File: config.mk
export PLATFORM = sky130hd
export DESIGN_NAME = fpga_robots_game_beeper
export DESIGN_NICKNAME = d
export VERILOG_FILES = /design/src/rtl/fpga_robots_game_beeper.sv
export SDC_FILE = /design/constraint.sdc
export NUM_CORES = 1
export LEC_CHECK = 0
export ABC_CLOCK_PERIOD_IN_PS = 7170
export CAP_MARGIN = 10
export CELL_PAD_IN_SITES_DETAIL_PLACEMENT = 1
export CELL_PAD_IN_SITES_GLOBAL_PLACEMENT = 2
export CORE_MARGIN = 1.5
export CORE_UTILIZATION = 43
export CTS_CLUSTER_DIAMETER = 150
export CTS_CLUSTER_SIZE = 10
export DETAILED_ROUTE_END_ITERATION = 16
export PLACE_DENSITY_LB_ADDON = 0.1
export REMOVE_ABC_BUFFERS = 1
export SLEW_MARGIN = 0
export SYNTH_ARGS = -nofsm -noshare
export SYNTH_HDL_FRONTEND = slang
export SYNTH_SLANG_ARGS = --single-unit
File: constraint.sdc
create_clock -name clk -period 7.17 [get_ports clk]
set_input_delay 2.151 -clock clk [delete_from_list [all_inputs] [get_ports clk]]
set_output_delay 2.151 -clock clk [all_outputs]
set_load 0.01 [all_outputs]
File: src/rtl/fpga_robots_game_beeper.sv
// Multi-voice tone generator for the robots game: per-channel note commands,
// a three-stage mix pipeline and a first-order sigma-delta 1-bit audio output.
module fpga_robots_game_beeper #(
  parameter int NCH = 2,
  parameter int PW  = 16,
  parameter int AW  = 8,
  parameter int DW  = 16,
  localparam int CW = (NCH > 1) ? $clog2(NCH) : 1,
  localparam int MW = AW + CW
) (
  input  logic           clk,
  input  logic           rst_n,
  input  logic           tick,
  input  logic           dur_tick,
  input  logic           cmd_valid,
  output logic           cmd_ready,
  input  logic [CW-1:0]  cmd_ch,
  input  logic [PW-1:0]  cmd_freq,
  input  logic [AW-1:0]  cmd_vol,
  input  logic [1:0]     cmd_mode,
  input  logic [DW-1:0]  cmd_dur,
  output logic [NCH-1:0] busy,
  output logic [NCH-1:0] done,
  output logic [MW-1:0]  mix,
  output logic           audio_out
);

  typedef enum logic [1:0] {S_IDLE, S_PLAY, S_HOLD} ch_state_e;
  typedef enum logic [1:0] {M_SQUARE, M_TRI, M_SAW, M_NOISE} mode_e;

  ch_state_e     state_q [NCH];
  ch_state_e     state_d [NCH];
  logic [PW-1:0] freq_q  [NCH];
  logic [PW-1:0] phase_q [NCH];
  logic [PW:0]   sum     [NCH];
  logic [AW-1:0] vol_q   [NCH];
  mode_e         mode_q  [NCH];
  logic [DW-1:0] cnt_q   [NCH];
  logic [15:0]   lfsr_q  [NCH];
  logic [15:0]   lfsr_nx [NCH];
  logic [AW-1:0] wave    [NCH];
  logic [AW-1:0] s_q     [NCH];
  logic [AW-1:0] p_q     [NCH];
  logic [AW-1:0] p_d     [NCH];
  logic [NCH-1:0] ld;
  logic [NCH-1:0] expire;
  logic          accept;
  logic [MW-1:0] mix_d;
  logic [MW-1:0] acc_q;
  logic [MW:0]   sd_sum;

  assign accept = cmd_valid && cmd_ready;

  // Channel FSM next-state; a load always wins over an expiring countdown.
  always_comb begin
    for (int i = 0; i < NCH; i++) begin
      // NOTE: every combinational output gets a default first so no path
      // through the block leaves it unassigned and infers a latch.
      state_d[i] = state_q[i];
      ld[i]      = accept && (cmd_ch == CW'(i));
      expire[i]  = !ld[i] && dur_tick && (state_q[i] == S_PLAY) && (cnt_q[i] == DW'(1));
      if (ld[i]) begin
        if (cmd_dur == '0)      state_d[i] = S_IDLE;
        else if (cmd_dur == '1) state_d[i] = S_HOLD;
        else                    state_d[i] = S_PLAY;
      end else if (expire[i]) begin
        state_d[i] = S_IDLE;
      end
    end
  end

  // Phase adder, noise LFSR step and waveform shaping per voice.
  always_comb begin
    for (int i = 0; i < NCH; i++) begin
      sum[i]     = {1'b0, phase_q[i]} + {1'b0, freq_q[i]};
      lfsr_nx[i] = {lfsr_q[i][14:0],
                    lfsr_q[i][15] ^ lfsr_q[i][13] ^ lfsr_q[i][12] ^ lfsr_q[i][10]};
      wave[i]    = lfsr_q[i][AW-1:0];
      case (mode_q[i])
        M_SQUARE: wave[i] = {AW{phase_q[i][PW-1]}};
        M_TRI:    wave[i] = phase_q[i][PW-2 -: AW] ^ {AW{phase_q[i][PW-1]}};
        M_SAW:    wave[i] = phase_q[i][PW-1 -: AW];
        default:  wave[i] = lfsr_q[i][AW-1:0];
      endcase
      p_d[i] = (state_q[i] == S_IDLE) ? '0
             : AW'(((2 * AW)'(s_q[i]) * (2 * AW)'(vol_q[i])) >> AW);
    end
  end

  always_comb begin
    mix_d = '0;
    for (int i = 0; i < NCH; i++) mix_d = mix_d + MW'(p_q[i]);
  end

  for (genvar g = 0; g < NCH; g++) begin : g_busy
    assign busy[g] = (state_q[g] != S_IDLE);
  end

  assign sd_sum = {1'b0, acc_q} + {1'b0, mix};

  // Voice control: command loading, duration countdown and phase advance.
  always_ff @(posedge clk or negedge rst_n) begin
    if (!rst_n) begin
      cmd_ready <= 1'b1;
      done      <= '0;
      // NOTE: the per-voice arrays are flops, not RAM, so they take the
      // async reset and every voice comes up silent with its own LFSR seed.
      for (int i = 0; i < NCH; i++) begin
        state_q[i] <= S_IDLE;
        freq_q[i]  <= '0;
        phase_q[i] <= '0;
        vol_q[i]   <= '0;
        mode_q[i]  <= M_SQUARE;
        cnt_q[i]   <= '0;
        lfsr_q[i]  <= 16'(i + 1);
      end
    end else begin
      // NOTE: state is updated with non-blocking assignments so every flop
      // samples pre-edge values regardless of statement order.
      cmd_ready <= !accept;
      for (int i = 0; i < NCH; i++) begin
        state_q[i] <= state_d[i];
        done[i]    <= (ld[i] && (cmd_dur == '0)) || expire[i];
        if (ld[i]) begin
          freq_q[i]  <= cmd_freq;
          vol_q[i]   <= cmd_vol;
          mode_q[i]  <= mode_e'(cmd_mode);
          cnt_q[i]   <= cmd_dur;
          phase_q[i] <= '0;
        end else if (state_q[i] != S_IDLE) begin
          if ((state_q[i] == S_PLAY) && dur_tick) cnt_q[i] <= cnt_q[i] - DW'(1);
          if (tick) begin
            phase_q[i] <= sum[i][PW-1:0];
            if (sum[i][PW]) lfsr_q[i] <= lfsr_nx[i];
          end
        end
      end
    end
  end

  // Three-stage sample pipeline feeding the sigma-delta modulator.
  always_ff @(posedge clk or negedge rst_n) begin
    if (!rst_n) begin
      for (int i = 0; i < NCH; i++) begin
        s_q[i] <= '0;
        p_q[i] <= '0;
      end
      mix       <= '0;
      acc_q     <= '0;
      audio_out <= 1'b0;
    end else begin
      for (int i = 0; i < NCH; i++) begin
        s_q[i] <= wave[i];
        p_q[i] <= p_d[i];
      end
      mix                <= mix_d;
      {audio_out, acc_q} <= sd_sum;
    end
  end

endmodule

==> key figures <==
Clock network
  – Root buffer cell: clkbuf_16
  – Clock transition at path regs: 0.06 ns
  – CTS buffer count: 24
  – Setup repair bufs after CTS: 0
  – Cts repair resizes: 0
  – CTS tree: built
  – Hold Buf Count CTS: 0
  – Clock Path Buffers: 3
  – # clock sinks: 206
  – H-tree levels: 1
  – Clock latency on the worst-skew pair: 0.55 ns

Setup path
  – Crit Reg-Reg Startpoint: vol_q[15]$_DFFE_PN0P_
  – CP Buf/Inv Count: 1
  – Slowest CP cell: fa_1
  – Slowest stage delay, CP: 0.56 ns
  – Kind of end point of the critical path: flop
  – Reg2reg path depth: 14
  – Number of cells on the critical path: 14
  – Crit path from: vol_q[15]$_DFFE_PN0P_
  – Reg2reg end: p_q[15]$_DFF_PN0_
  – Critical-path maximum fanout: 9
  – Req. time, crit path: 7.53 ns
  – Worst path most repeated cell: fa_1
  – CP Data Arrival Time: 5.16 ns
  – Startpoint Class: flop
  – WS Path Type: flop to flop
  – CP top delay family: adder cells
  – R2r setup slk: 2.37 ns
  – CP Capture Point: p_q[15]$_DFF_PN0_
  – Crit path cell chain: nand2_1, fa_1, fa_1, inv_1, fa_1, fa_1, ha_1, a2111oi_0, o21ai_0, a41oi_1, o21bai_1, a211o_1, xnor2_1, nor2_1

Logic synthesis
  – Synthesized flop and latch total: 206
  – Number of flops mapped to enable cells by yosys: 0
  – Yosys cell types: 58
  – Asr flop ratio synth: 1.00
  – Cell Area, Synth: 14000 µm²
  – YS warnings: 0
  – Syn Inst Count: 1465
  – Seq/Total Area, Yosys: 0.368
  – Syn avg cell area: 9.56 µm²
  – Synth Flop Type: dfrtp_1

Timing
  – Worst rel slew slack: 0.289
  – Final setup TNS: 0 ns
  – Min Tclk post-route: 4.80 ns
  – Fmax: 208 MHz
  – RSZ-0062 raised after global routing: no
  – Crit share post-route: 0.669
  – Final Hold Fails: 0
  – Final Hold Slack: 0.467 ns
  – Setup Viol. Count Final: 0
  – Fin Clk Skew: 0.0380 ns
  – Slew Limit Fails: 0
  – Worst-Margin Slew: 1.07 ns

Placement
  – Routability cong.: 0.815
  – IO Port Bufs: 62
  – DP Area: 15100 µm²
  – DP Wirelength: 24.5 mm

Final layout
  – Layout cell share with drive strength beyond 1: 0.0523
  – Design area: 15800 µm²
  – Antenna cells: 0
  – Final layout net count: 1761
  – Final Util: 0.496
  – Area grow syn2layout: 12.7%

Global route
  – Vias in the first global route: 11000
  – Grt total ovfl: 0
  – First-pass GRT wire length: 55.8 mm
  – Initial antenna violation count: 0
  – Total Routing Usage GR: 0.205
  – Largest net degree at the start of global routing: 126

Floorplan
  – Die area: 33700 µm²
  – Starting Density: 0.440
  – Core area: 31800 µm²
  – Rows: 65
  – Die Span Y: 183 µm
  – Die outline width: 183 µm
  – Ports: 63

Run status
  – Status: completed

Detailed routing
  – DRC violations left: 0
  – DRT Pass-1 Iters: 6
  – Via count: 10200
  – Vias per cell: 5.22
  – Wire per inst: 16.7 µm
  – Final ANT Viol Nets: 0
  – Total Routed Length: 32.8 mm
  – Initial detailed-routing violation count: 348

Run
  – Max_cap viols: 0

Min path
  – Hold-critical path depth: 1
  – HP Class: flop to flop

Pwr
  – Pwr dens: 384 nW/µm²
  – Static Leak: 0.00766 µW
  – Peak supply drop: 0.259 mV
  – Pwr Total: 6060 µW
-- report_power, final --
part / total, µW / switching [µW] / internal, µW
sequential: 1850 / 370 / 1480
clock: 1140 / 488 / 649
combinational: 3070 / 1670 / 1400
-- synth_stat cells (2+ instances only) --
cell,count,area (µm²)
dfstp_2,3,78.8
inv_1,122,458
a2111oi_0,5,43.8
o21bai_1,7,52.6
nand3_1,14,70.1
and2_1,98,613
a21o_1,17,128
ha_1,119,1490
o21ai_0,83,415
mux2_2,32,360
a221oi_1,2,17.5
fa_1,74,1480
nand2b_1,13,81.3
and3_1,4,25.0
buf_2,2,10.0
buf_1,3,11.3
o21a_1,4,30.0
xnor2_1,65,569
a21oi_1,61,305
a31o_2,2,17.5
nand3b_1,2,15.0
o21ai_1,3,15.0
nor3_1,17,85.1
a21boi_0,3,22.5
mux2i_1,14,140
or4_1,4,30.0
nand4b_1,2,17.5
nor2_1,64,240
xor2_1,29,254
o31ai_1,6,45.0
o211ai_1,3,22.5
nor4_1,11,68.8
or2_2,3,18.8
dfrtp_1,203,5080
a211oi_1,5,37.5
nand4_1,11,68.8
nor2b_1,7,43.8
clkbuf_1,33,124
a31oi_1,4,25.0
or3_1,5,31.3
a32o_1,5,50.1
a41oi_1,2,17.5
nand2_1,269,1010
a22o_1,16,140
-- layer usage --
layer  vias up  share of wire  GRT usage
met5         -              0          0
met4         0          0.024     0.0498
met3        39          0.033     0.0275
met2       109           0.49      0.363
met1      5120           0.46      0.266
li1       4981              -          -
-- kinds of logic (layout without fill, tap and decap cells) --
kind of cell	Yosys count	in the layout	share of synthesized area
AOI/OAI and AO/OA	235	235	0.103
xor gates and xnor gates	94	94	0.0588
adders and majority gates	193	193	0.212
buffers and inverters	161	225	0.0436
DFF	206	206	0.368
muxes	46	46	0.0357
and+or+nand+nor	530	530	0.178
-- cell type report --
class | instances | area, µm²
well taps | 435 | 544
clock buffers | 33 | 634
clock inverters | 2 | 60.1
repair buffers | 68 | 683
multi-input cells | 1098 | 8240
flip-flops and latches | 206 | 5160
fillers | 3613 | 16000
inverters | 122 | 458
-- cells in the final DEF, fill, tap and decap left out, drive strengths merged, types with 5 or more instances in the layout --
master,instances
a2111oi,6
a211oi,5
a21o,17
a21oi,62
a22o,16
a32o,5
and2,98
buf,7
clkbuf,33
clkdlybuf4s50,61
dfrtp,203
fa,74
ha,119
inv,122
mux2,32
mux2i,14
nand2,269
nand2b,13
nand3,14
nand4,11
nor2,64
nor2b,7
nor3,18
nor4,12
o21ai,86
o21bai,7
o31ai,6
or3,6
or4,5
xnor2,65
xor2,29
-- how the worst min path moves through the flow --
stage                  startpoint                 end  slack, ns
2_1_floorplan  acc_q[0]$_DFF_PN0_  acc_q[0]$_DFF_PN0_       0.44
3_3_place_gp     p_q[8]$_DFF_PN0_    mix[0]$_DFF_PN0_       0.45
3_5_place_dp     p_q[8]$_DFF_PN0_    mix[0]$_DFF_PN0_       0.46
4_1_cts          p_q[8]$_DFF_PN0_    mix[0]$_DFF_PN0_       0.48
5_1_grt        acc_q[0]$_DFF_PN0_  acc_q[0]$_DFF_PN0_       0.48
6_report         p_q[8]$_DFF_PN0_    mix[0]$_DFF_PN0_       0.47
-- state kept, by name, summed over array words and instances (netlist names), 9 cells and up --
register	cells
mix	9
phase_q	32
freq_q	32
p_q	16
acc_q	9
cnt_q	32
vol_q	16
s_q	16
lfsr_nx	30
-- metrics by stage --
stage                     std cells  worst slack, ns
after global placement         1929             2.06
after floorplan                1426             2.16
after global routing           1964             1.98
after CTS                      1964             2.27
final                          1964             2.37
after detailed placement       1929             1.97
No activity file was read; power rests on OpenSTA's default activity.
